[config.mk]
export PLATFORM = sky130hd
export DESIGN_NAME = univ_reg
export DESIGN_NICKNAME = d
export VERILOG_FILES = /design/src/rtl/univ_reg_defs.sv /design/src/rtl/univ_reg_next.sv /design/src/rtl/univ_reg.sv
export SDC_FILE = /design/constraint.sdc
export NUM_CORES = 1
export LEC_CHECK = 0
export CAP_MARGIN = 10
export CORE_MARGIN = 2
export CORE_UTILIZATION = 44
export DETAILED_ROUTE_END_ITERATION = 10
export PLACE_DENSITY = 0.84
export RECOVER_POWER = 50
export SLEW_MARGIN = 10
export SYNTH_ARGS = -nofsm -noshare
export SYNTH_HDL_FRONTEND = slang
export SYNTH_SLANG_ARGS = --single-unit
[constraint.sdc]
create_clock -name iClk -period 2.6 [get_ports iClk]
set_input_delay 0.52 -clock iClk [delete_from_list [all_inputs] [get_ports iClk]]
set_output_delay 0.52 -clock iClk [all_outputs]
set_load 0.03 [all_outputs]
[src/rtl/univ_reg_defs.sv]
// Shared iMode encoding for univ_reg and any controller that drives it.
package univ_reg_defs;

  localparam int MODE_W = 3;

  localparam logic [MODE_W-1:0] MODE_HOLD = 3'd0;
  localparam logic [MODE_W-1:0] MODE_LOAD = 3'd1;
  localparam logic [MODE_W-1:0] MODE_SHL  = 3'd2;
  localparam logic [MODE_W-1:0] MODE_SHR  = 3'd3;
  localparam logic [MODE_W-1:0] MODE_ROL  = 3'd4;
  localparam logic [MODE_W-1:0] MODE_ROR  = 3'd5;
  localparam logic [MODE_W-1:0] MODE_CNTU = 3'd6;
  localparam logic [MODE_W-1:0] MODE_CNTD = 3'd7;

endpackage

[src/rtl/univ_reg_next.sv]
// Combinational next-state and serial-out selection for univ_reg, indexed by mode.
module univ_reg_next
  import univ_reg_defs::*;
#(
  parameter int WIDTH = 8
) (
  input  logic [MODE_W-1:0] i_mode,
  input  logic [WIDTH-1:0]  i_q,
  input  logic [WIDTH-1:0]  i_d,
  input  logic              i_ser_in,
  input  logic              i_ser_out,
  output logic [WIDTH-1:0]  o_q_next,
  output logic              o_ser_next
);

  // Each branch reads only the inputs that mode uses, so X on unused inputs cannot leak.
  always_comb begin
    o_q_next   = i_q;
    o_ser_next = i_ser_out;
    case (i_mode)
      MODE_HOLD: begin
        o_q_next   = i_q;
        o_ser_next = i_ser_out;
      end
      MODE_LOAD: o_q_next = i_d;
      MODE_SHL: begin
        o_q_next   = {i_q[WIDTH-2:0], i_ser_in};
        o_ser_next = i_q[WIDTH-1];
      end
      MODE_SHR: begin
        o_q_next   = {i_ser_in, i_q[WIDTH-1:1]};
        o_ser_next = i_q[0];
      end
      MODE_ROL: begin
        o_q_next   = {i_q[WIDTH-2:0], i_q[WIDTH-1]};
        o_ser_next = i_q[WIDTH-1];
      end
      MODE_ROR: begin
        o_q_next   = {i_q[0], i_q[WIDTH-1:1]};
        o_ser_next = i_q[0];
      end
      MODE_CNTU: o_q_next = i_q + {{(WIDTH-1){1'b0}}, 1'b1};
      MODE_CNTD: o_q_next = i_q - {{(WIDTH-1){1'b0}}, 1'b1};
      default: begin
        o_q_next   = i_q;
        o_ser_next = i_ser_out;
      end
    endcase
  end

endmodule

[src/rtl/univ_reg.sv]
// WIDTH-bit universal register: clear/preset, enable, hold/load/shift/rotate/count.
module univ_reg
  import univ_reg_defs::*;
#(
  parameter int               WIDTH   = 8,
  parameter logic [WIDTH-1:0] CLR_VAL = {WIDTH{1'b0}},
  parameter logic [WIDTH-1:0] PRE_VAL = {WIDTH{1'b1}}
) (
  input  logic              iClk,
  input  logic              iClr,
  input  logic              iPre,
  input  logic              iEnb,
  input  logic [MODE_W-1:0] iMode,
  input  logic [WIDTH-1:0]  iD,
  input  logic              iSerIn,
  output logic [WIDTH-1:0]  oQp,
  output logic [WIDTH-1:0]  oQn,
  output logic              oSerOut,
  output logic              oTc
);

  logic [WIDTH-1:0] r_q;
  logic             r_ser_out;
  logic [WIDTH-1:0] w_q_next;
  logic             w_ser_next;
  logic             w_op_active;

  univ_reg_next #(.WIDTH(WIDTH)) u_next (
    .i_mode     (iMode),
    .i_q        (r_q),
    .i_d        (iD),
    .i_ser_in   (iSerIn),
    .i_ser_out  (r_ser_out),
    .o_q_next   (w_q_next),
    .o_ser_next (w_ser_next)
  );

  // Clear beats preset, preset beats enable-hold, which beats the mode operation.
  always_ff @(posedge iClk) begin
    if (iClr) begin
      r_q       <= CLR_VAL;
      r_ser_out <= 1'b0;
    end else if (iPre) begin
      r_q       <= PRE_VAL;
      r_ser_out <= 1'b0;
    end else if (iEnb) begin
      r_q       <= w_q_next;
      r_ser_out <= w_ser_next;
    end
  end

  assign w_op_active = iEnb & ~iClr & ~iPre;

  // High in the cycle before a counter wrap, for cascading stages.
  assign oTc = w_op_active &
               (((iMode == MODE_CNTU) && (r_q == {WIDTH{1'b1}})) ||
                ((iMode == MODE_CNTD) && (r_q == {WIDTH{1'b0}})));

  assign oQp     = r_q;
  assign oQn     = ~r_q;
  assign oSerOut = r_ser_out;

endmodule

# After elaboration in Yosys (flattened, before gate mapping)
# Index checks and enable logic that the tools add are counted.
# classes
n_addsub	2
eq_ne	9
n_mux	4
bitwise_logic	6
reduce_logical	12
# ops
cell	count
$pmux W8 S7	1
$mux W8	2
$eq A3 B3 Y1 const B	4
$add A8 B1 Y8 const B	1
$eq A8 B8 Y1 const B	1
$logic_not A8 Y1	1
$not A8 Y8	1
$sub A8 B1 Y8 const B	1
$eq A3 B2 Y1 const B	2
$reduce_or A2 Y1	3
$reduce_and A2 Y1	2
$reduce_bool A2 Y1	2
$and A1 B1 Y1	3
$eq A3 B1 Y1 const B	1
$logic_not A3 Y1	1
$logic_and A1 B1 Y1	2
$ne A2 B2 Y1 const B	1
$not A1 Y1	2
$pmux W1 S2	1
$logic_or A1 B1 Y1	1
# word_totals
reg_bits	9
in_bits	16
output_inout_bits	18
word_cells	35

# Logic depth before layout (Yosys ltp)
# logic_depth
depth_word	4
ltp_mapped	9

# By module
# Synthesis repeated with hierarchy kept, for this count alone.
# unflattened
hier_cells	172
hier_area_um2	1331.3
# by_module_without_submodules
module	n_inst	cells_each	area_each_um2	seq_area_each_um2
univ_reg_next	1	118	880.8	0.0
univ_reg	1	54	450.4	180.2

# Worst setup path after synthesis
# No wires, ideal clock.
# synth_timing
kind	reg2out
start	reg r_q[2] (netlist: oQp[2])
end	out oTc
t_arrival_ns	1.939
t_required_ns	2.080
slack_ns	0.141
path_stages_with_launch	6
n_path_buf	1
cell_sequence	dfxtp_1 buf_6 or4_4 or4_1 o21ai_0 and3_1
# synth_between
elab_chain_len	4
elab_cells_between_ends	6
classes_between	eq/ne: 1; bitwise: 1; reduce/logical: 4
# synth_rtl
element	line_no	rtl
from (decl)	univ_reg.sv:22	logic [WIDTH-1:0] r_q;
from (signal assigned)	univ_reg.sv:47	r_q <= w_q_next;
$eq A8 B8 Y1 / $logic_not A8 Y1 (equally long branches)	univ_reg.sv:56, univ_reg.sv:57	
$logic_and A1 B1 Y1, on equally long branches	univ_reg.sv:56, univ_reg.sv:57	
$logic_or A1 B1 Y1 *	univ_reg.sv:56	(((iMode == MODE_CNTU) && (r_q == {WIDTH{1'b1}})) ||
$and A1 B1 Y1 *	univ_reg.sv:55	assign oTc = w_op_active &
to (decl)	univ_reg.sv:19	output logic oTc
# Every way passes the cells marked *; elsewhere a longest branch is shown, timed or not.

# Worst setup path in the final report
# layout_timing
start	reg r_q[1] (netlist: oQp[1])
end	out oTc
# The elaborated chain is that of the path after synthesis.

==> reports/metrics.csv <==
stage,metric,value,unit
status,status,finished clean,
detailed_routing,Avg Vias per Cell,5.98,
worst_setup_path,Worst setup EP type,output port,
power_and_ir_drop,sequential power share,0.297,
power_and_ir_drop,Total Power,0.565,mW
floorplanning,die width,50.7,µm
worst_setup_path,CP max FO,4,
cts,clk sinks,9,
sta,clock skew,0.00385,ns
power_and_ir_drop,sw power,0.226,mW
grt,largest net degree at the start of global routing,20,
power_and_ir_drop,Clk pwr share,0.196,
worst_setup_path,Critical Path RT,2.08,ns
worst_setup_path,WP data arrival,2.01,ns
floorplanning,initial core utilization,0.479,
detailed_routing,via count,1226,
detailed_routing,wire per inst,14.3,µm
detailed_routing,number of DRC markers in iteration 0,44,
worst_setup_path,CP startpoint kind,flop,
sta,final setup vio count,0,
detailed_routing,drt pass-1 iters,4,
placement,Buffers on Ports,33,
logic_synthesis,Post-Syn Area,960,µm²
logic_synthesis,leading area contributor after synthesis,dfxtp_1,
layout,most frequent cells in the layout,"20 x clkdlybuf4s50_1, 17 x buf_4, 15 x nor2_1, 12 x inv_1, 11 x dlygate4sd3_1",
power_and_ir_drop,Logic pwr share,0.508,
power_and_ir_drop,Power Internal,0.339,mW
cts,cts hold-fix bufs,0,
logic_synthesis,ys async rst share,0,
logic_synthesis,yosys warns,0,
logic_synthesis,top cell type's share of synthesized area,0.188,
cts,latest clock arrival within the worst-skew pair,0.27,ns
grt,Total Routing Usage GR,0.248,
sta,Fmax,0.396,GHz
floorplanning,die area,0.00257,mm²
floorplanning,num rows,16,
logic_synthesis,register area share after synthesis,0.188,
cts,Clock Path Buffers,2,
layout,"most common cell after layout, fill and taps aside",clkdlybuf4s50_1,
grt,vias in the first global route,1033,
sta,RSZ-0062 raised after global routing,false,
cts,Root Buffer,clkbuf_4,
logic_synthesis,Syn Nets,150,
grt,initial antenna violation count,0,
logic_synthesis,Yosys reg bits,9,
placement,Post-DP HPWL,2290,µm
layout,Area Growth Syn to Fin,48.5,%
cts,clock transition at the registers of the reported paths,0.06,ns
cts,CTS tree,yes,
logic_synthesis,Unique masters post-synth,41,
floorplanning,core area,0.00200,mm²
logic_synthesis,Post-Synthesis Cells,133,
grt,Congestion Overflow GR,0,
power_and_ir_drop,P_leak,0.605,nW
detailed_routing,DR DRC count,0,
floorplanning,I/O pins,34,
sta,Slew headroom,0.722,
layout,multi-input logic area,689,µm²
layout,# fillers,161,
run,maxcap violations,0,
sta,Final WS setup,0.0732,ns
sta,fin crit share,0.972,
placement,Place WS,-0.0707,ns
floorplanning,Die Y,50.7,µm
detailed_routing,drt total wl,2940,µm
worst_setup_path,WS Path Type,reg2out,
cts,H-tree levels,1,
sta,Slew Limit Fails,0,
layout,share of post-route cells with drive strength above 1,0.152,
power_and_ir_drop,Max VDD drop,270,µV
layout,total area of sequential cells,180,µm²
layout,Final #Nets,196,
sta,Tmin final,2.53,ns
hold_path,HP Class,reg2reg,
logic_synthesis,dominant cells by area after synthesis,"dfxtp_1 19%, mux2i_1 7.3%, nor2_1 5.9%",
sta,Tightest Pin Transition,0.412,ns
power_and_ir_drop,switch share,0.400,
sta,Final Hold Fails,0,
cts,number of buffers created by CTS,3,
detailed_routing,Final ANT Viol Nets,0,
logic_synthesis,mean cell area of the mapped netlist,7.22,µm²
grt,first-pass GRT wire length,4870,µm
placement,gpl congestion,0.915,
layout,number of diodes,0,
power_and_ir_drop,Pwr Density,396,mW/mm²
logic_synthesis,"EDFF count, synth",0,
logic_synthesis,ys flop type,dfxtp_1,
kinds of logic (layout without fill, tap and decap cells):
family,Yosys count,after routing,share of synthesized area
AO/OA/AOI/OAI,37,37,0.269
XOR/XNOR,4,4,0.0365
adder cells (fa/ha/maj),1,1,0.0130
buffers and inverters,20,65,0.0939
flip-flops,9,9,0.188
multiplexers,8,8,0.0965
AND/OR/NAND/NOR,54,54,0.304
cells in the mapped netlist (2+ instances only):
master and number:
a211oi_1 7, a21oi_1 8, and3_1 3, buf_2 3, clkbuf_1 3, dfxtp_1 9
inv_1 12, mux2i_1 7, nand2_1 8, nand2b_1 3, nand3_1 7, nor2_1 15
nor3_1 3, o211ai_1 2, o21ai_0 7, o221a_2 2, o32ai_1 2, or3_1 4
or4_1 3, or4_4 2, xnor2_1 3
layer usage:
metal	up-vias	wire length, µm	track usage
met2	65	1400	0.401
li1	585	-	-
met4	0	48	0.108
met3	4	217	0.0268
met5	-	0	0
met1	572	1280	0.332
sequential cells by signal, indices dropped and copies added (netlist names):
register / cells
oSerOut: 1
oQp: 8
power by group through the flow:
stage	combinational (mW)	clock, mW	sequential (mW)
finish	0.287	0.110	0.168
global route	0.308	0.119	0.170
CTS	0.291	0.113	0.167
detailed placement	0.290	0	0.170
global placement	0.284	0	0.169
floorplan	0.140	0	0.196
through the flow:
step / utilization / hold slack, ns / instance area [µm²] / cells / setup TNS [ns]
after global placement: 0.698 / 0.598 / 1400 / 201 / 0
final: 0.712 / 0.621 / 1430 / 205 / 0
after CTS: 0.711 / 0.617 / 1420 / 205 / 0
after detailed placement: 0.698 / 0.609 / 1400 / 201 / -0.105
after global routing: 0.712 / 0.654 / 1430 / 205 / 0
after floorplan: - / 0.593 / 960 / 133 / 0
layout make-up:
cell class	instances	share of cell area
sequential	9	0.126
inverter	12	0.0316
tap	27	0.0237
clock buffer	4	0.0184
multi-input combinational	104	0.484
timing repair buffer	49	0.316
final timing paths:
path	end	slack, ns	cells after the start	start
setup / recovery	oTc	0.07	5	oQp[1]$_SDFFE_PP0P_
hold / removal	oQp[5]$_SDFFE_PP0P_	0.62	2	oQp[5]$_SDFFE_PP0P_
setup reg to reg	oQp[4]$_SDFFE_PP0P_	0.71	7	oQp[1]$_SDFFE_PP0P_
hold reg to reg	oQp[5]$_SDFFE_PP0P_	0.62	2	oQp[5]$_SDFFE_PP0P_
timing repair:
action | 4_1_cts | 5_1_grt
endpoints found under the setup margin | 0 | 1
buffers inserted | 0 | 0
hold endpoints to repair | 0 | 0
gates resized for setup | 0 | 1
worst max-delay path: stages, from the launching register on:
cell and delay (ns):
dfxtp_1 0.31, or4_4 0.57, or4_1 0.42, o21ai_0 0.13
and3_1 0.16, buf_4 0.15
(Power assumes the default switching activity.)
